File: config.mk
export PLATFORM = sky130hd
export DESIGN_NAME = iic_reg_bank_ctrl
export DESIGN_NICKNAME = d
export VERILOG_FILES = /design/src/rtl/iic_reg_bank_ctrl.sv
export SDC_FILE = /design/constraint.sdc
export NUM_CORES = 1
export LEC_CHECK = 0
export CORE_MARGIN = 2
export CORE_UTILIZATION = 25
export DETAILED_ROUTE_END_ITERATION = 7
export PLACE_DENSITY = 0.39
export SYNTH_ARGS = -nofsm -noshare
export SYNTH_HDL_FRONTEND = slang
export SYNTH_SLANG_ARGS = --single-unit
File: constraint.sdc
create_clock -name CLK -period 2.4 [get_ports CLK]
set_clock_uncertainty 0.1 [all_clocks]
set_input_delay 0.6 -clock CLK [delete_from_list [all_inputs] [get_ports CLK]]
set_output_delay 0.6 -clock CLK [all_outputs]
set_load 0.02 [all_outputs]
File: src/rtl/iic_reg_bank_ctrl.sv
// IIC slave register bank: pointer decode, auto-increment, local port; all outputs 1-cycle latency.
// No backpressure: every slave or local strobe is consumed in the cycle it arrives.
module iic_reg_bank_ctrl #(
    parameter int                    NUM_REGS  = 16,
    parameter int                    ADDR_W    = 4,
    parameter logic [7:0]            RESET_VAL = 8'h00,
    parameter logic [NUM_REGS-1:0]   RO_MASK   = '0
) (
    input  logic              CLK,
    input  logic              RST,
    input  logic [7:0]        Slv_Data_Out,
    input  logic              Slv_Byte_TC,
    input  logic              Slv_Read_Req,
    input  logic              Slv_P,
    output logic [7:0]        Slv_Data_In,
    input  logic [ADDR_W-1:0] Usr_Addr,
    input  logic              Usr_Wr,
    input  logic [7:0]        Usr_Wdata,
    output logic [7:0]        Usr_Rdata,
    output logic              Usr_Collision,
    output logic              Reg_Wr_Strobe,
    output logic [ADDR_W-1:0] Reg_Wr_Addr,
    output logic [ADDR_W-1:0] Ptr
);

    typedef enum logic {S_PTR, S_DATA} state_t;

    localparam int FULL = 2 ** ADDR_W;
    localparam logic [FULL-1:0] RO_FULL = FULL'(RO_MASK);

    state_t             r_state;
    logic [ADDR_W-1:0]  r_ptr;
    logic [7:0]         r_bank [NUM_REGS];

    logic               w_ptr_ok;
    logic               w_usr_ok;
    logic [ADDR_W-1:0]  w_ptr_inc;
    logic               w_iic_commit;
    logic               w_usr_commit;
    logic               w_collision;

    assign w_ptr_ok  = (32'(r_ptr) < NUM_REGS);
    assign w_usr_ok  = (32'(Usr_Addr) < NUM_REGS);
    // Out-of-range pointers and the last register both wrap to zero.
    assign w_ptr_inc = (!w_ptr_ok || (32'(r_ptr) == NUM_REGS - 1)) ? '0 : r_ptr + ADDR_W'(1);

    assign w_iic_commit = Slv_Byte_TC && (r_state == S_DATA) && w_ptr_ok && !RO_FULL[r_ptr];
    assign w_usr_commit = Usr_Wr && w_usr_ok;
    assign w_collision  = w_usr_commit && w_iic_commit && (Usr_Addr == r_ptr);

    assign Ptr = r_ptr;

    always_ff @(posedge CLK) begin
        if (RST) begin
            for (int i = 0; i < NUM_REGS; i++) r_bank[i] <= RESET_VAL;
            r_state       <= S_PTR;
            r_ptr         <= '0;
            Slv_Data_In   <= 8'h00;
            Usr_Rdata     <= 8'h00;
            Usr_Collision <= 1'b0;
            Reg_Wr_Strobe <= 1'b0;
            Reg_Wr_Addr   <= '0;
        end else begin
            // IIC data takes priority over a local write to the same register.
            for (int i = 0; i < NUM_REGS; i++) begin
                if (w_iic_commit && (32'(r_ptr) == i))
                    r_bank[i] <= Slv_Data_Out;
                else if (w_usr_commit && (32'(Usr_Addr) == i))
                    r_bank[i] <= Usr_Wdata;
            end

            Usr_Rdata     <= w_usr_ok ? r_bank[Usr_Addr] : 8'hFF;
            Usr_Collision <= w_collision;
            Reg_Wr_Strobe <= w_iic_commit;
            if (w_iic_commit)
                Reg_Wr_Addr <= r_ptr;

            if (Slv_Byte_TC) begin
                if (r_state == S_PTR) begin
                    r_ptr   <= Slv_Data_Out[ADDR_W-1:0];
                    r_state <= S_DATA;
                end else begin
                    r_ptr <= w_ptr_inc;
                end
            end else if (Slv_Read_Req) begin
                Slv_Data_In <= w_ptr_ok ? r_bank[r_ptr] : 8'hFF;
                r_ptr       <= w_ptr_inc;
            end

            if (Slv_P)
                r_state <= S_PTR;
        end
    end

endmodule

==> out/metrics.cfg, run 1 <==
[drt]
routed_wl_microns = 35200
ant_nets = 0
drt_first_pass_iters = 5
drtIter0Drc = 511
drc = 0
viasPerCell = 5.32
detail_route.wl_per_cell_microns = 27.3
vias = 6874

[cts]
clock-root-buffer = clkbuf_16
tritoncts = yes
htreeDepth = 4
clock-sinks = 155
cts_buffer_depth = 2
cts_hold_buf = 0
cts_buffers = 17
clk_latency_ps = 430
clk_pin_slew_ps = 70

[die]
start_util_pct = 25.3
die_area_sq_um = 37500
die_y_microns = 194
io_pins = 52
die_x_microns = 194
std_cell_rows = 69
fp.coreArea_sq_um = 35500

[synth]
yosysWarnings = 0
synth.largest_area_cell = edfxtp_1
syn_avg_cell_area_sq_um = 13.2
postSynthCellCount = 683
yosysSeqAreaShare_pct = 48.8
ys_top_cells_by_count = 128 x edfxtp_1, 72 x a22o_1, 56 x mux2i_1
syn-num-nets = 713
yosys.area.top_type_share_pct = 42.8
synth.distinct_cells = 48
synthTopCellsByArea = edfxtp_1 43%, mux4_2 11%, a22o_1 7.0%
async_reset_ff_share_pct = 0
dominantRegCellSynth = edfxtp_1
synth_most_common_cell = edfxtp_1
synth_edf_count = 128
ys_seq_elements = 155
syn_area_sq_um = 8990

[sta]
setup_ws_ps = 55.4
min_period_ps = 2340
relSlewSlack_pct = 49.3
fmax_mhz = 427
min_period_over_period_pct = 97.7
maxSlewViolCount = 0
hold_viol = 0
rsz0062_at_grt = no
setup_viol = 0
worstMarginPinSlew_ps = 761

[critical_path]
crit-reg2reg-launch = Ptr[1]
cp-start-kind = input pin
max_stage_delay_ps = 590
cpLargestDelayFamily = buffers and inverters
slowest_stage = clkdlybuf4s50_1
cp.required_ps = 2500
cp.arrival_ps = 2450
crit_start = Slv_Byte_TC
crit_fanout = 5
cp-end-kind = flop
crit_top_cell = buf_4
path_class = input pin to flop
cp_cell_sequence = clkdlybuf4s50_1 > buf_4 > nand3_1 > buf_4 > nor2_1 > nor3_4 > or3_1 > buf_4
critPathBufInv = 4

[power]
p_int_mw = 5.37
p_clk_share_pct = 39.2
ir_worst_vdd_uv = 411
p_seq_share_pct = 43.6
p_comb_share_pct = 17.2
power.density_nw_per_um2 = 634
netSwitchingFraction_pct = 26.6
power_leakage_nw = 4.12
switching_power_mw = 1.95

[global_route]
antenna_found_initial = 1
grt_pass1_vias = 7099
grt_pass1_wl_microns = 51000
overflow = 0
grt_usage_pct = 19.0
grt_start_max_net_pins = 40

[min_path]
min_from = Reg_Wr_Addr[1]
min_path_type = flop to flop

[placement]
place_hpwl_microns = 26700
dp_slack_ps = -469
portBuffers = 51
finalWeightedCongestion = 0.874
post_dp_cell_area_sq_um = 10900

[layout]
nNetsFinal = 847
area_growth_pct = 28.4
final_layout_size_suffix_gt1_share_pct = 35.0
postLayoutCellArea_sq_um = 11500

[status]
status = complete, no violations

[flow_run]
drv_cap = 0

per-stage QoR:
stage | utilization, % | setup TNS (ps) | hold slack, ps | cells | total power, mW
after CTS | 32.5 | 0 | 367 | 1290 | 7.35
after global placement | 30.8 | -67090 | 346 | 1259 | 4.49
after floorplan | - | 0 | 435 | 683 | 3.88
final | 32.5 | 0 | 368 | 1291 | 7.31
after detailed placement | 30.8 | -67900 | 357 | 1259 | 4.50
after global routing | 32.5 | 0 | 390 | 1290 | 7.54
cells by family (layout without fill, tap and decap cells):
family	Yosys count	after routing	synth area share (%)
XOR/XNOR	5	5	0.487
other	0	1	0
multiplexers	148	148	23.3
adder cells (fa/ha/maj)	4	4	0.557
AO/OA/AOI/OAI	159	159	13.9
AND/OR/NAND/NOR	136	136	9.06
flip-flops	155	155	48.8
buffers and inverters	76	222	3.95
worst min-delay path: stages (launching register included):
cell	delay (ps)
dfxtp_1	310
nand2_1	50
a21oi_1	60
sequential cells by signal (all words and copies together) (netlist names):
| signal | count |
|---|---|
| r_bank | 128 |
| Slv_Data_In | 8 |
| Usr_Rdata | 8 |
| Ptr | 4 |
| Reg_Wr_Addr | 4 |
| Reg_Wr_Strobe | 1 |
| Usr_Collision | 1 |
| r_state | 1 |
layout by cell type, fill, tap and decap left out, drive strengths merged, types with 13 or more instances in the layout:
master,Yosys,layout
nor2b,13,13
buf,27,140
edfxtp,128,128
mux4,44,44
nor3,19,19
nor2,41,41
mux2i,56,56
mux2,48,48
o21ai,20,20
nand2,14,14
clkbuf,46,19
dfxtp,27,27
a22o,72,72
clkdlybuf4s50,0,48
power groups by stage:
stage	clock [mW]	sequential, mW	combinational (mW)
3_5_place_dp	0	3.25	1.25
3_3_place_gp	0	3.25	1.25
4_1_cts	2.91	3.19	1.26
6_report	2.87	3.19	1.26
2_1_floorplan	0	3.23	0.652
5_1_grt	3.01	3.21	1.32
final cells by class:
class | count | area [sq um]
flip-flops and latches | 155 | 4390
inverters | 3 | 11.3
diodes | 1 | 2.50
clock inverters | 12 | 175
clock buffers | 19 | 433
fillers | 3467 | 23900
multi-input cells | 452 | 4280
repair buffers | 188 | 1670
well taps | 461 | 577
final timing paths:
| path | cells past startpoint | endpoint | slack (ps) |
|---|---|---|---|
| max reg2reg | 8 | r_bank[5][4] | 180 |
| max | 8 | r_bank[5][4] | 60 |
| min | 2 | Reg_Wr_Addr[1] | 370 |
| min reg2reg | 2 | Reg_Wr_Addr[1] | 370 |
timing repair:
action                                  in CTS  in global routing
gates resized for setup                      2                  1
endpoints found under the setup margin       2                  8
buffers inserted                             0                  0
metal layers:
layer	vias up	track usage (%)	share of wire [%]
li1	3006	-	-
met1	3539	25.1	43
met2	270	30.5	47
met3	59	2.63	5.1
met4	0	9.36	4.9
met5	-	0	0
Power figures use the tool's default switching activity.
==> inputs of run 2 (changes only) <==
--- a/config.mk
+++ b/config.mk
@@ -8,7 +8,7 @@
 export CORE_MARGIN = 2
 export CORE_UTILIZATION = 25
 export DETAILED_ROUTE_END_ITERATION = 7
-export PLACE_DENSITY = 0.39
+export PLACE_DENSITY_LB_ADDON = 0.08
 export SYNTH_ARGS = -nofsm -noshare
 export SYNTH_HDL_FRONTEND = slang
 export SYNTH_SLANG_ARGS = --single-unit
==> run 2 against run 1 <==
Compared with the run above: critical path depth down 1; utilization up 0.11 points; final cell count up 0.46%; highest routed layer unchanged.
==> out/metrics.cfg, run 2 (synthesis gave the netlist of run 1 again) <==
[status]
status = complete, no violations  ; unchanged

[cts]
clock-root-buffer = clkbuf_16  ; unchanged
cts_hold_buf = 0  ; unchanged
cts_buffers = 17  ; unchanged
clk_latency_ps = 450  ; was 430 ps
clk_pin_slew_ps = 60  ; was 70 ps
cts_setup_buffers = 0  ; unchanged
cts_buffer_depth = 2  ; unchanged
clock-sinks = 155  ; unchanged
tritoncts = yes  ; unchanged
htreeDepth = 4  ; unchanged

[power]
power_leakage_nw = 4.15  ; was 4.12 nW
power.density_nw_per_um2 = 625  ; was 634 nW/um^2
p_total_mw = 7.24  ; was 7.31 mW
ir_worst_vdd_uv = 543  ; was 411 uV

[drt]
drt_first_pass_iters = 5  ; unchanged
detail_route.wl_per_cell_microns = 28.0  ; was 27.3 microns
viasPerCell = 5.28  ; was 5.32
drc = 0  ; unchanged
drtIter0Drc = 477  ; was 511
ant_nets = 0  ; unchanged
routed_wl_microns = 36400  ; was 35,200 microns
vias = 6844  ; was 6,874

[placement]
dp_slack_ps = -451  ; was -469 ps
finalWeightedCongestion = 0.891  ; was 0.874
portBuffers = 51  ; unchanged
dp_cells = 1265  ; was 1,259
place_hpwl_microns = 27600  ; was 26,700 microns

[global_route]
grt_start_max_net_pins = 18  ; was 40
grt_usage_pct = 19.4  ; was 19.0%
overflow = 0  ; unchanged
grt_pass1_vias = 6967  ; was 7,099
antenna_found_initial = 1  ; unchanged
grt_pass1_wl_microns = 51800  ; was 51,000 microns

[critical_path]
r2r_slack_ps = 150  ; was 180 ps
cp.required_ps = 2470  ; was 2500 ps
critPathBufInv = 3  ; was 4
cp_cell_sequence = clkdlybuf4s50_1 > nand2b_1 > or3b_1 > buf_4 > nor3_4 > or3_1 > buf_4  ; was clkdlybuf4s50_1 > buf_4 > nand3_1 > buf_4 > nor2_1 > nor3_4 > or3_1 > buf_4
reg2reg_depth = 7  ; was 8
cp-end-kind = flop  ; unchanged
cpLargestDelayFamily = buffers and inverters  ; unchanged
max_stage_delay_ps = 530  ; was 590 ps
crit_fanout = 4  ; was 5
crit-reg2reg-launch = Ptr[0]  ; was Ptr[1]
cp-start-kind = input pin  ; unchanged
crit_top_cell = buf_4  ; unchanged
cp.arrival_ps = 2390  ; was 2450 ps
slowest_stage = clkdlybuf4s50_1  ; unchanged
path_class = input pin to flop  ; unchanged
r2r-end = r_bank[2][5]  ; was r_bank[5][4]

[sta]
setup_ws_ps = 71.8  ; was 55.4 ps
relSlewSlack_pct = 56.6  ; was 49.3%
hold_viol = 0  ; unchanged
min_period_over_period_pct = 97.0  ; was 97.7%
holdWs_ps = 355  ; was 368 ps
setup_viol = 0  ; unchanged
fmax_mhz = 430  ; was 427 MHz
worstMarginPinSlew_ps = 648  ; was 761 ps
maxSlewViolCount = 0  ; unchanged
rsz0062_at_grt = no  ; unchanged
min_period_ps = 2330  ; was 2340 ps

[min_path]
hold_path_depth = 2  ; unchanged
holdPathEnd = Reg_Wr_Addr[2]  ; was Reg_Wr_Addr[1]
min_from = Reg_Wr_Addr[2]  ; was Reg_Wr_Addr[1]
min_path_type = flop to flop  ; unchanged

[layout]
mostFrequentLayoutCells = 131 x buf_4, 128 x edfxtp_1, 72 x a22o_1, 56 x mux2i_1, 48 x mux2_2  ; was 128 x edfxtp_1, 125 x buf_4, 72 x a22o_1, 56 x mux2i_1
nNetsFinal = 853  ; was 847
reg_top3 = r_bank: 128 flops, Slv_Data_In: 8 flops, Usr_Rdata: 8 flops  ; unchanged
final_layout_size_suffix_gt1_share_pct = 35.6  ; was 35.0%
regMostFlops = r_bank  ; unchanged
layout.cells.non_filler = 1297  ; was 1,291
final_common_cell = buf_4  ; was edfxtp_1
largest_reg_flops = 128  ; unchanged
area_growth_pct = 28.9  ; was 28.4%
diodes = 0  ; was 1

[die]
fp.coreArea_sq_um = 35500  ; unchanged
std_cell_rows = 69  ; unchanged
die_y_microns = 194  ; unchanged
die_x_microns = 194  ; unchanged
io_pins = 52  ; unchanged
die_area_sq_um = 37500  ; unchanged
start_util_pct = 25.3  ; unchanged

[flow_run]
drv_cap = 0  ; unchanged

-- run 2: through the flow --
step | utilization [%] | TNS [ps] | instance area [sq um]
finish | 32.6 | 0 | 11600
global route | 32.6 | 0 | 11600
global placement | 30.9 | -63720 | 11000
detailed placement | 30.9 | -65570 | 11000
CTS | 32.6 | 0 | 11600
floorplan | - | 0 | 9010
-- run 2: worst max path at each step --
stage	slack, ps	endpoint	start	cells past startpoint
floorplan	10	r_bank[15][0]	Usr_Addr[3]	4
global placement	-430	r_bank[3][1]	Usr_Addr[2]	5
detailed placement	-450	r_bank[3][0]	Usr_Addr[2]	5
CTS	0.9	Ptr[3]	Ptr[3]	2
global route	10	r_bank[7][5]	Usr_Wr	7
finish	70	r_bank[7][2]	Usr_Wr	7
-- run 2: worst reg2reg max path, cell delays in order (launching register included) --
cell,delay (ps)
dfxtp_2,360
inv_1,110
ha_1,320
nand3_1,150
buf_4,200
nor2_1,230
nor3_4,60
or3_4,420
-- run 2: final cells by class --
cell class                 instances  area (sq um)
fill                            3521         23900
sequential                       155          4390
multi-input combinational        452          4290
timing repair buffer             194          1720
tap                              461           577
clock buffer                      19           433
clock inverter                    13           153
inverter                           3          11.3
-- run 2: metal layers --
layer	vias up	global-route usage [%]	part of all wire, %
li1	3004	-	-
met1	3604	26.1	46
met2	197	32.3	48
met3	39	2.65	3.4
met4	0	6.64	2.5
met5	-	0	0
-- run 2: power breakdown --
| group | internal [mW] | leakage, nW | switching, mW |
|---|---|---|---|
| Clock | 1.62 | 0.286 | 1.15 |
| Sequential | 3.08 | 1.53 | 0.110 |
| Combinational | 0.568 | 2.34 | 0.708 |
| Total | 5.27 | 4.15 | 1.96 |
-- run 2: timing repair --
item                       4_1_cts  5_1_grt
gates cloned                     0        0
gates resized for setup          1        6
hold endpoints to repair         0        0
setup endpoints to repair        3       33
pin swaps                        0        0
==> inputs of run 3 (changes only) <==
--- a/config.mk
+++ b/config.mk
@@ -7,6 +7,7 @@
 export LEC_CHECK = 0
 export CORE_MARGIN = 2
 export CORE_UTILIZATION = 25
+export CTS_CLUSTER_DIAMETER = 60
 export DETAILED_ROUTE_END_ITERATION = 7
 export PLACE_DENSITY_LB_ADDON = 0.08
 export SYNTH_ARGS = -nofsm -noshare
==> results of run 3 <==
Same layout as run 2: the final DEF is identical, and so are final timing and power.
